==> src/rtl/sdram_arb_pkg.sv <==
// Shared types and defaults for the two-port SDRAM arbiter.
package sdram_arb_pkg;

  typedef enum logic [1:0] {
    IDLE    = 2'd0,
    ISSUE   = 2'd1,
    CAPTURE = 2'd2,
    RESP    = 2'd3
  } arb_state_t;

  localparam int unsigned TIMEOUT_CYCLES_DEFAULT = 1024;

endpackage

==> src/rtl/sdram_port_arbiter_if.sv <==
// Client-port and memory-controller signals of the arbiter, bundled as one interface.
interface sdram_port_arbiter_if #(
  parameter int unsigned ADDR_W = 32,
  parameter int unsigned DATA_W = 32
);
  logic              p0_req, p0_we, p0_ack, p0_err;
  logic [ADDR_W-1:0] p0_addr;
  logic [DATA_W-1:0] p0_wdata, p0_rdata;
  logic              p1_req, p1_we, p1_ack, p1_err;
  logic [ADDR_W-1:0] p1_addr;
  logic [DATA_W-1:0] p1_wdata, p1_rdata;

  logic              mem_init_fin;
  logic              mem_rd_req, mem_wr_req, mem_rd_fin, mem_wr_fin;
  logic [ADDR_W-1:0] mem_rd_addr, mem_wr_addr;
  logic [DATA_W-1:0] mem_wr_data, mem_rd_data;

  modport slave (
    input  p0_req, p0_we, p0_addr, p0_wdata,
    input  p1_req, p1_we, p1_addr, p1_wdata,
    output p0_ack, p0_err, p0_rdata, p1_ack, p1_err, p1_rdata,
    input  mem_init_fin, mem_rd_fin, mem_wr_fin, mem_rd_data,
    output mem_rd_req, mem_wr_req, mem_rd_addr, mem_wr_addr, mem_wr_data
  );

  modport master (
    output p0_req, p0_we, p0_addr, p0_wdata,
    output p1_req, p1_we, p1_addr, p1_wdata,
    input  p0_ack, p0_err, p0_rdata, p1_ack, p1_err, p1_rdata,
    output mem_init_fin, mem_rd_fin, mem_wr_fin, mem_rd_data,
    input  mem_rd_req, mem_wr_req, mem_rd_addr, mem_wr_addr, mem_wr_data
  );
endinterface

==> src/rtl/sdram_arb_rr.sv <==
// Two-way round-robin picker: on contention the port not served last wins.
module sdram_arb_rr (
  input  logic [1:0] req,
  input  logic       last,
  output logic [1:0] grant
);
  always_comb begin
    grant = '0;
    case (req)
      2'b01:   grant = 2'b01;
      2'b10:   grant = 2'b10;
      2'b11:   grant = last ? 2'b01 : 2'b10;
      default: grant = '0;
    endcase
  end
endmodule

==> src/rtl/sdram_port_arbiter.sv <==
// Two-client arbiter in front of an SDRAM controller: one access in flight,
// timeout/init-loss abort, all outputs registered.
module sdram_port_arbiter
  import sdram_arb_pkg::*;
#(
  parameter int unsigned ADDR_W         = 32,
  parameter int unsigned DATA_W         = 32,
  parameter int unsigned TIMEOUT_CYCLES = TIMEOUT_CYCLES_DEFAULT
) (
  input logic                 clk,
  input logic                 reset,
  sdram_port_arbiter_if.slave bus
);
  localparam int unsigned CNT_W = $clog2(TIMEOUT_CYCLES + 1);

  arb_state_t        state, next_state;
  logic [1:0]        req_eff, grant;
  logic              last, sel, we_q, abort_q;
  logic [ADDR_W-1:0] addr_q;
  logic [DATA_W-1:0] wdata_q, rdata0_q, rdata1_q;
  logic [CNT_W-1:0]  cnt;
  logic              ack0_q, ack1_q, err0_q, err1_q, rd_req_q, wr_req_q;
  logic              fin_match, timeout, abort_now, take;
  logic              we_next, rd_req_d, wr_req_d, ack0_d, ack1_d, err_d;

  // The port whose ack is showing is still holding req this cycle; hide it.
  assign req_eff = {bus.p1_req & ~ack1_q, bus.p0_req & ~ack0_q};

  sdram_arb_rr u_rr (
    .req   (req_eff),
    .last  (last),
    .grant (grant)
  );

  assign fin_match = we_q ? bus.mem_wr_fin : bus.mem_rd_fin;
  assign timeout   = (cnt == CNT_W'(TIMEOUT_CYCLES - 1));
  assign abort_now = ((state == ISSUE) && (!bus.mem_init_fin || (!fin_match && timeout)))
                   || ((state == CAPTURE) && !bus.mem_init_fin);
  assign take      = (state == IDLE) && bus.mem_init_fin && (grant != 2'b00);

  always_ff @(posedge clk or posedge reset) begin
    if (reset) state <= IDLE;
    else       state <= next_state;
  end

  always_comb begin
    next_state = state;
    case (state)
      IDLE:    if (take) next_state = ISSUE;
      ISSUE: begin
        if (abort_now)      next_state = RESP;
        else if (fin_match) next_state = we_q ? RESP : CAPTURE;
      end
      CAPTURE: next_state = RESP;
      RESP:    next_state = IDLE;
      default: next_state = IDLE;
    endcase
  end

  // Next values of the registered outputs; the request lines follow the next state.
  always_comb begin
    we_next  = take ? (grant[1] ? bus.p1_we : bus.p0_we) : we_q;
    rd_req_d = (next_state == ISSUE) && !we_next;
    wr_req_d = (next_state == ISSUE) && we_next;
    ack0_d   = (state == RESP) && !sel;
    ack1_d   = (state == RESP) && sel;
    err_d    = (state == RESP) && abort_q;
  end

  always_ff @(posedge clk or posedge reset) begin
    if (reset) begin
      rd_req_q <= 1'b0;
      wr_req_q <= 1'b0;
      ack0_q   <= 1'b0;
      ack1_q   <= 1'b0;
      err0_q   <= 1'b0;
      err1_q   <= 1'b0;
      cnt      <= '0;
      sel      <= 1'b0;
      we_q     <= 1'b0;
      addr_q   <= '0;
      wdata_q  <= '0;
      rdata0_q <= '0;
      rdata1_q <= '0;
      abort_q  <= 1'b0;
      last     <= 1'b1;
    end else begin
      rd_req_q <= rd_req_d;
      wr_req_q <= wr_req_d;
      ack0_q   <= ack0_d;
      ack1_q   <= ack1_d;
      err0_q   <= err_d & ~sel;
      err1_q   <= err_d & sel;
      cnt      <= (state == ISSUE) ? cnt + CNT_W'(1) : '0;
      if (take) begin
        sel     <= grant[1];
        we_q    <= we_next;
        addr_q  <= grant[1] ? bus.p1_addr : bus.p0_addr;
        wdata_q <= grant[1] ? bus.p1_wdata : bus.p0_wdata;
      end
      if (state == IDLE)  abort_q <= 1'b0;
      else if (abort_now) abort_q <= 1'b1;
      if ((state == CAPTURE) && bus.mem_init_fin) begin
        if (sel) rdata1_q <= bus.mem_rd_data;
        else     rdata0_q <= bus.mem_rd_data;
      end
      if (abort_now) begin
        if (sel) rdata1_q <= '0;
        else     rdata0_q <= '0;
      end
      if (state == RESP) last <= sel;
    end
  end

  assign bus.mem_rd_req  = rd_req_q;
  assign bus.mem_wr_req  = wr_req_q;
  assign bus.mem_rd_addr = addr_q;
  assign bus.mem_wr_addr = addr_q;
  assign bus.mem_wr_data = wdata_q;
  assign bus.p0_ack      = ack0_q;
  assign bus.p1_ack      = ack1_q;
  assign bus.p0_err      = err0_q;
  assign bus.p1_err      = err1_q;
  assign bus.p0_rdata    = rdata0_q;
  assign bus.p1_rdata    = rdata1_q;

endmodule

==> src/flat_wrapper.sv <==
// flat-port wrapper written by rule: the top's interface ports become plain ports
module sdram_port_arbiter_flat import sdram_arb_pkg::*;
#(
  parameter int unsigned ADDR_W         = 32,
  parameter int unsigned DATA_W         = 32,
  parameter int unsigned TIMEOUT_CYCLES = TIMEOUT_CYCLES_DEFAULT
)
  (clk, reset, bus_p0_req, bus_p0_we, bus_p0_addr, bus_p0_wdata, bus_p1_req, bus_p1_we, bus_p1_addr, bus_p1_wdata, bus_p0_ack, bus_p0_err, bus_p0_rdata, bus_p1_ack, bus_p1_err, bus_p1_rdata, bus_mem_init_fin, bus_mem_rd_fin, bus_mem_wr_fin, bus_mem_rd_data, bus_mem_rd_req, bus_mem_wr_req, bus_mem_rd_addr, bus_mem_wr_addr, bus_mem_wr_data);
  sdram_port_arbiter_if #(.ADDR_W(ADDR_W), .DATA_W(DATA_W)) bus_i ();
  input logic clk;
  input logic reset;
  input wire logic [$bits(bus_i.p0_req)-1:0] bus_p0_req;
  input wire logic [$bits(bus_i.p0_we)-1:0] bus_p0_we;
  input wire logic [$bits(bus_i.p0_addr)-1:0] bus_p0_addr;
  input wire logic [$bits(bus_i.p0_wdata)-1:0] bus_p0_wdata;
  input wire logic [$bits(bus_i.p1_req)-1:0] bus_p1_req;
  input wire logic [$bits(bus_i.p1_we)-1:0] bus_p1_we;
  input wire logic [$bits(bus_i.p1_addr)-1:0] bus_p1_addr;
  input wire logic [$bits(bus_i.p1_wdata)-1:0] bus_p1_wdata;
  output wire logic [$bits(bus_i.p0_ack)-1:0] bus_p0_ack;
  output wire logic [$bits(bus_i.p0_err)-1:0] bus_p0_err;
  output wire logic [$bits(bus_i.p0_rdata)-1:0] bus_p0_rdata;
  output wire logic [$bits(bus_i.p1_ack)-1:0] bus_p1_ack;
  output wire logic [$bits(bus_i.p1_err)-1:0] bus_p1_err;
  output wire logic [$bits(bus_i.p1_rdata)-1:0] bus_p1_rdata;
  input wire logic [$bits(bus_i.mem_init_fin)-1:0] bus_mem_init_fin;
  input wire logic [$bits(bus_i.mem_rd_fin)-1:0] bus_mem_rd_fin;
  input wire logic [$bits(bus_i.mem_wr_fin)-1:0] bus_mem_wr_fin;
  input wire logic [$bits(bus_i.mem_rd_data)-1:0] bus_mem_rd_data;
  output wire logic [$bits(bus_i.mem_rd_req)-1:0] bus_mem_rd_req;
  output wire logic [$bits(bus_i.mem_wr_req)-1:0] bus_mem_wr_req;
  output wire logic [$bits(bus_i.mem_rd_addr)-1:0] bus_mem_rd_addr;
  output wire logic [$bits(bus_i.mem_wr_addr)-1:0] bus_mem_wr_addr;
  output wire logic [$bits(bus_i.mem_wr_data)-1:0] bus_mem_wr_data;
  assign bus_i.p0_req = bus_p0_req;
  assign bus_i.p0_we = bus_p0_we;
  assign bus_i.p0_addr = bus_p0_addr;
  assign bus_i.p0_wdata = bus_p0_wdata;
  assign bus_i.p1_req = bus_p1_req;
  assign bus_i.p1_we = bus_p1_we;
  assign bus_i.p1_addr = bus_p1_addr;
  assign bus_i.p1_wdata = bus_p1_wdata;
  assign bus_p0_ack = bus_i.p0_ack;
  assign bus_p0_err = bus_i.p0_err;
  assign bus_p0_rdata = bus_i.p0_rdata;
  assign bus_p1_ack = bus_i.p1_ack;
  assign bus_p1_err = bus_i.p1_err;
  assign bus_p1_rdata = bus_i.p1_rdata;
  assign bus_i.mem_init_fin = bus_mem_init_fin;
  assign bus_i.mem_rd_fin = bus_mem_rd_fin;
  assign bus_i.mem_wr_fin = bus_mem_wr_fin;
  assign bus_i.mem_rd_data = bus_mem_rd_data;
  assign bus_mem_rd_req = bus_i.mem_rd_req;
  assign bus_mem_wr_req = bus_i.mem_wr_req;
  assign bus_mem_rd_addr = bus_i.mem_rd_addr;
  assign bus_mem_wr_addr = bus_i.mem_wr_addr;
  assign bus_mem_wr_data = bus_i.mem_wr_data;
  sdram_port_arbiter #(.ADDR_W(ADDR_W), .DATA_W(DATA_W), .TIMEOUT_CYCLES(TIMEOUT_CYCLES)) u_core (.clk(clk), .reset(reset), .bus(bus_i));
endmodule
==> config.mk <==
export PLATFORM = sky130hd
export DESIGN_NAME = sdram_port_arbiter_flat
export DESIGN_NICKNAME = d
export VERILOG_FILES = /design/src/rtl/sdram_arb_pkg.sv /design/src/rtl/sdram_port_arbiter_if.sv /design/src/rtl/sdram_arb_rr.sv /design/src/rtl/sdram_port_arbiter.sv /design/src/flat_wrapper.sv
export SDC_FILE = /design/constraint.sdc
export NUM_CORES = 1
export LEC_CHECK = 0
export BUFFER_PORTS_ARGS = -buffer_cell sky130_fd_sc_hd__buf_2
export CAP_MARGIN = 20
export CORE_UTILIZATION = 25
export DETAILED_ROUTE_END_ITERATION = 10
export PLACE_DENSITY_LB_ADDON = 0.25
export SLEW_MARGIN = 0
export SYNTH_ARGS = -nofsm -noshare
export SYNTH_HDL_FRONTEND = slang
export SYNTH_HIERARCHICAL = 1
export SYNTH_SLANG_ARGS = --single-unit
==> constraint.sdc <==
create_clock -name clk -period 13.39 [get_ports clk]
set_input_delay 2.0085 -clock clk [delete_from_list [all_inputs] [get_ports clk]]
set_output_delay 2.0085 -clock clk [all_outputs]
set_load 0.005 [all_outputs]
==> flow_summary_export.csv <==
group,metric,value,unit
placed_design,io_buffer_count,334,
layout,final_common_cell,"buf_2",
layout,num-fill-cells,2818,
power_and_ir_drop,power.leakage,5.10,nW
floorplanning,die-area,28300,um^2
routing,dr.pass1.iters,4,
worst_setup_path,cp.arrival,4.08,ns
floorplanning,start_util,25.6,%
sta,fin_tns_setup,0,ns
hold_path,hold_class,"flop to flop",
logic_synthesis,synth_cell_type_count,43,
logic_synthesis,synth_edf_count,0,
logic_synthesis,ys_seq_elements,151,
sta,slew_headroom,36.2,%
cts,cts_tree,"done",
logic_synthesis,synth_ff_type,"dfrtp_1",
layout,drive_gt1_share,41.8,%
worst_setup_path,required,13.64,ns
cts,path_clk_slew,0.06,ns
layout,mostFrequentLayoutCells,"buf_2, dfrtp_1, mux2i_1",
routing,vias,5386,
worst_setup_path,startpoint_type,"input pin",
placed_design,place.gp.congestion,0.772,
routing,antenna_left,0,
logic_synthesis,synth_top_cell_by_area,"dfrtp_1",
cts,clock_path_buffers,2,
routing,drt-total-wl,20000,um
global_routing,gr-usage-all-layers,13.9,%
placed_design,dpl_cell_area,8660,um^2
logic_synthesis,synth_nets,798,
sta,worstMarginPinSlew,0.958,ns
layout,synthToLayoutAreaGrowth,33.6,%
logic_synthesis,ys_seq_area_share,54.7,%
cts,cts_hold_buf,0,
status,outcome,"complete, no violations",
logic_synthesis,synth_warnings,6,
sta,min_period,3.83,ns
worst_setup_path,end_kind,"flop",
floorplanning,rows,60,
layout,final_cell_count_no_fill,1269,
sta,skew,0.0130,ns
sta,hold_viol_final,0,
logic_synthesis,synthArstFlopShare,100,%
floorplanning,core_area,27000,um^2
layout,design_area,9230,um^2
logic_synthesis,synth_top_area_share,54.3,%
cts,cts_buffers,17,
layout,multi_input_area,2690,um^2
cts,cts-root-buf,"clkbuf_16",
sta,fin_crit_sh,28.6,%
routing,drtIter0Drc,251,
routing,vias_per_cell,4.24,
layout,seqCellArea,3780,um^2
logic_synthesis,avgSynthCellArea,11.0,um^2
layout,diodes,0,
routing,routedWlPerCell,15.8,um
cts,insertion_delay,0.42,ns
sta,slew_viol_final,0,
floorplanning,io-pin-count,335,
global_routing,antenna_found_initial,0,
floorplanning,die_h,168,um
sta,max_freq,261,MHz
sta,rsz0062_at_grt,"no",
placed_design,hpwl,14300,um
cts,cts.sinks,151,
power_and_ir_drop,power_density,203,nW/um^2
global_routing,gr-total-overflow,0,
global_routing,first_global_vias,5115,
cts,htree_levels,4,
floorplanning,die_width,168,um
cts,post_cts_buffers,0,
layout,nets,1085,
worst_setup_path,cp_max_fo,54,
cts,cts_resized,0,
power_and_ir_drop,peakVddDrop,79.0,uV
routing,route.detailed.drc,0,
placed_design,dp_cells,1237,
worst_setup_path,critPathKind,"input pin to flop",
sta,final-setup-viol-count,0,
logic_synthesis,synthTopCellsByArea,"dfrtp_1, mux2i_1, o21ai_0",
global_routing,grt_max_degree,111,
flow_run,maxCapViolations,0,
logic_synthesis,netlist_instances,628,
global_routing,grt_pass1_wl,30300,um
logic_synthesis,synth_area,6910,um^2
sta,fin_hold_ws,0.451,ns
routing by layer:
| metal | vias up | share of wire (%) | GRT usage [%] |
|---|---|---|---|
| li1 | 2695 | - | - |
| met1 | 2548 | 47 | 19.3 |
| met2 | 136 | 49 | 22.0 |
| met3 | 7 | 4.0 | 3.08 |
| met4 | 0 | 0.85 | 3.40 |
| met5 | - | 0 | 0 |
logic make-up after synthesis:
| kind of cell | share of synthesized area, % |
|---|---|
| AOI/OAI and AO/OA | 5.99 |
| xor gates and xnor gates | 1.01 |
| adders and majority gates | 0.181 |
| buffers and inverters | 6.97 |
| DFF | 54.7 |
| muxes | 19.2 |
| and+or+nand+nor | 12.0 |
cell usage after synthesis, types with 2 or more instances:
library cell    n
a21oi_1         2
o21ai_0        66
nand2b_1        2
inv_1           5
nand4_1         4
a21o_1          2
clkbuf_1       13
mux2_2          2
xor2_1          6
nand3_1         2
mux2i_1       130
nor3_1         31
and2_1          4
buf_1           2
nor2b_1         3
and3_1          3
buf_6           3
nor2_1         45
dfrtp_1       150
xnor2_1         2
nor3_2          2
buf_4          35
nand2_1        73
buf_2          22
through the flow:
step	utilization [%]	worst slack [ns]	total power, W
5_1_grt	34.2	9.38	0.00202
3_3_place_gp	32.0	9.13	0.00141
6_report	34.2	9.56	0.00187
3_5_place_dp	32.0	9.10	0.00142
4_1_cts	34.2	9.56	0.00191
2_1_floorplan	-	7.32	0.00113
power breakdown:
group | switching, W | internal [W] | total [W]
sequential | 0.000115 | 0.000635 | 0.000750
clock | 0.000212 | 0.000266 | 0.000478
combinational | 0.000338 | 0.000304 | 0.000642
total | 0.000665 | 0.00121 | 0.00187
area by class of cell:
type / count / area share, %
Clock buffer: 18 / 4.76
Clock inverter: 14 / 1.50
Inverter: 5 / 0.257
Multi-Input combinational cell: 397 / 29.1
Sequential cell: 151 / 40.9
Tap cell: 341 / 4.62
Timing Repair Buffer: 343 / 18.8
critical path, stage by stage:
cell      delay, ns
buf_2          0.07
nor2b_1        0.17
a21boi_4       0.54
buf_4          0.82
mux2i_1        0.28
o21ai_0        0.10
path summary, 6_finish.rpt:
kind                                        start                    endpoint  slack [ns]  depth (start not counted)
worst max-delay path                   bus_p1_req  u_core/bus.mem_rd_addr[30]        9.56                          6
worst min-delay path                u_core/cnt[0]               u_core/cnt[0]        0.45                          1
worst max register to register  u_core/bus.p1_ack  u_core/bus.mem_rd_addr[30]       10.82                          5
worst min register to register      u_core/cnt[0]               u_core/cnt[0]        0.45                          1
max in group asynchronous                   reset  u_core/bus.mem_rd_addr[30]       10.23                          3
min in group asynchronous                   reset  asynchronous set/reset pin        1.75                          2
No activity file was read; power rests on OpenSTA's default activity.
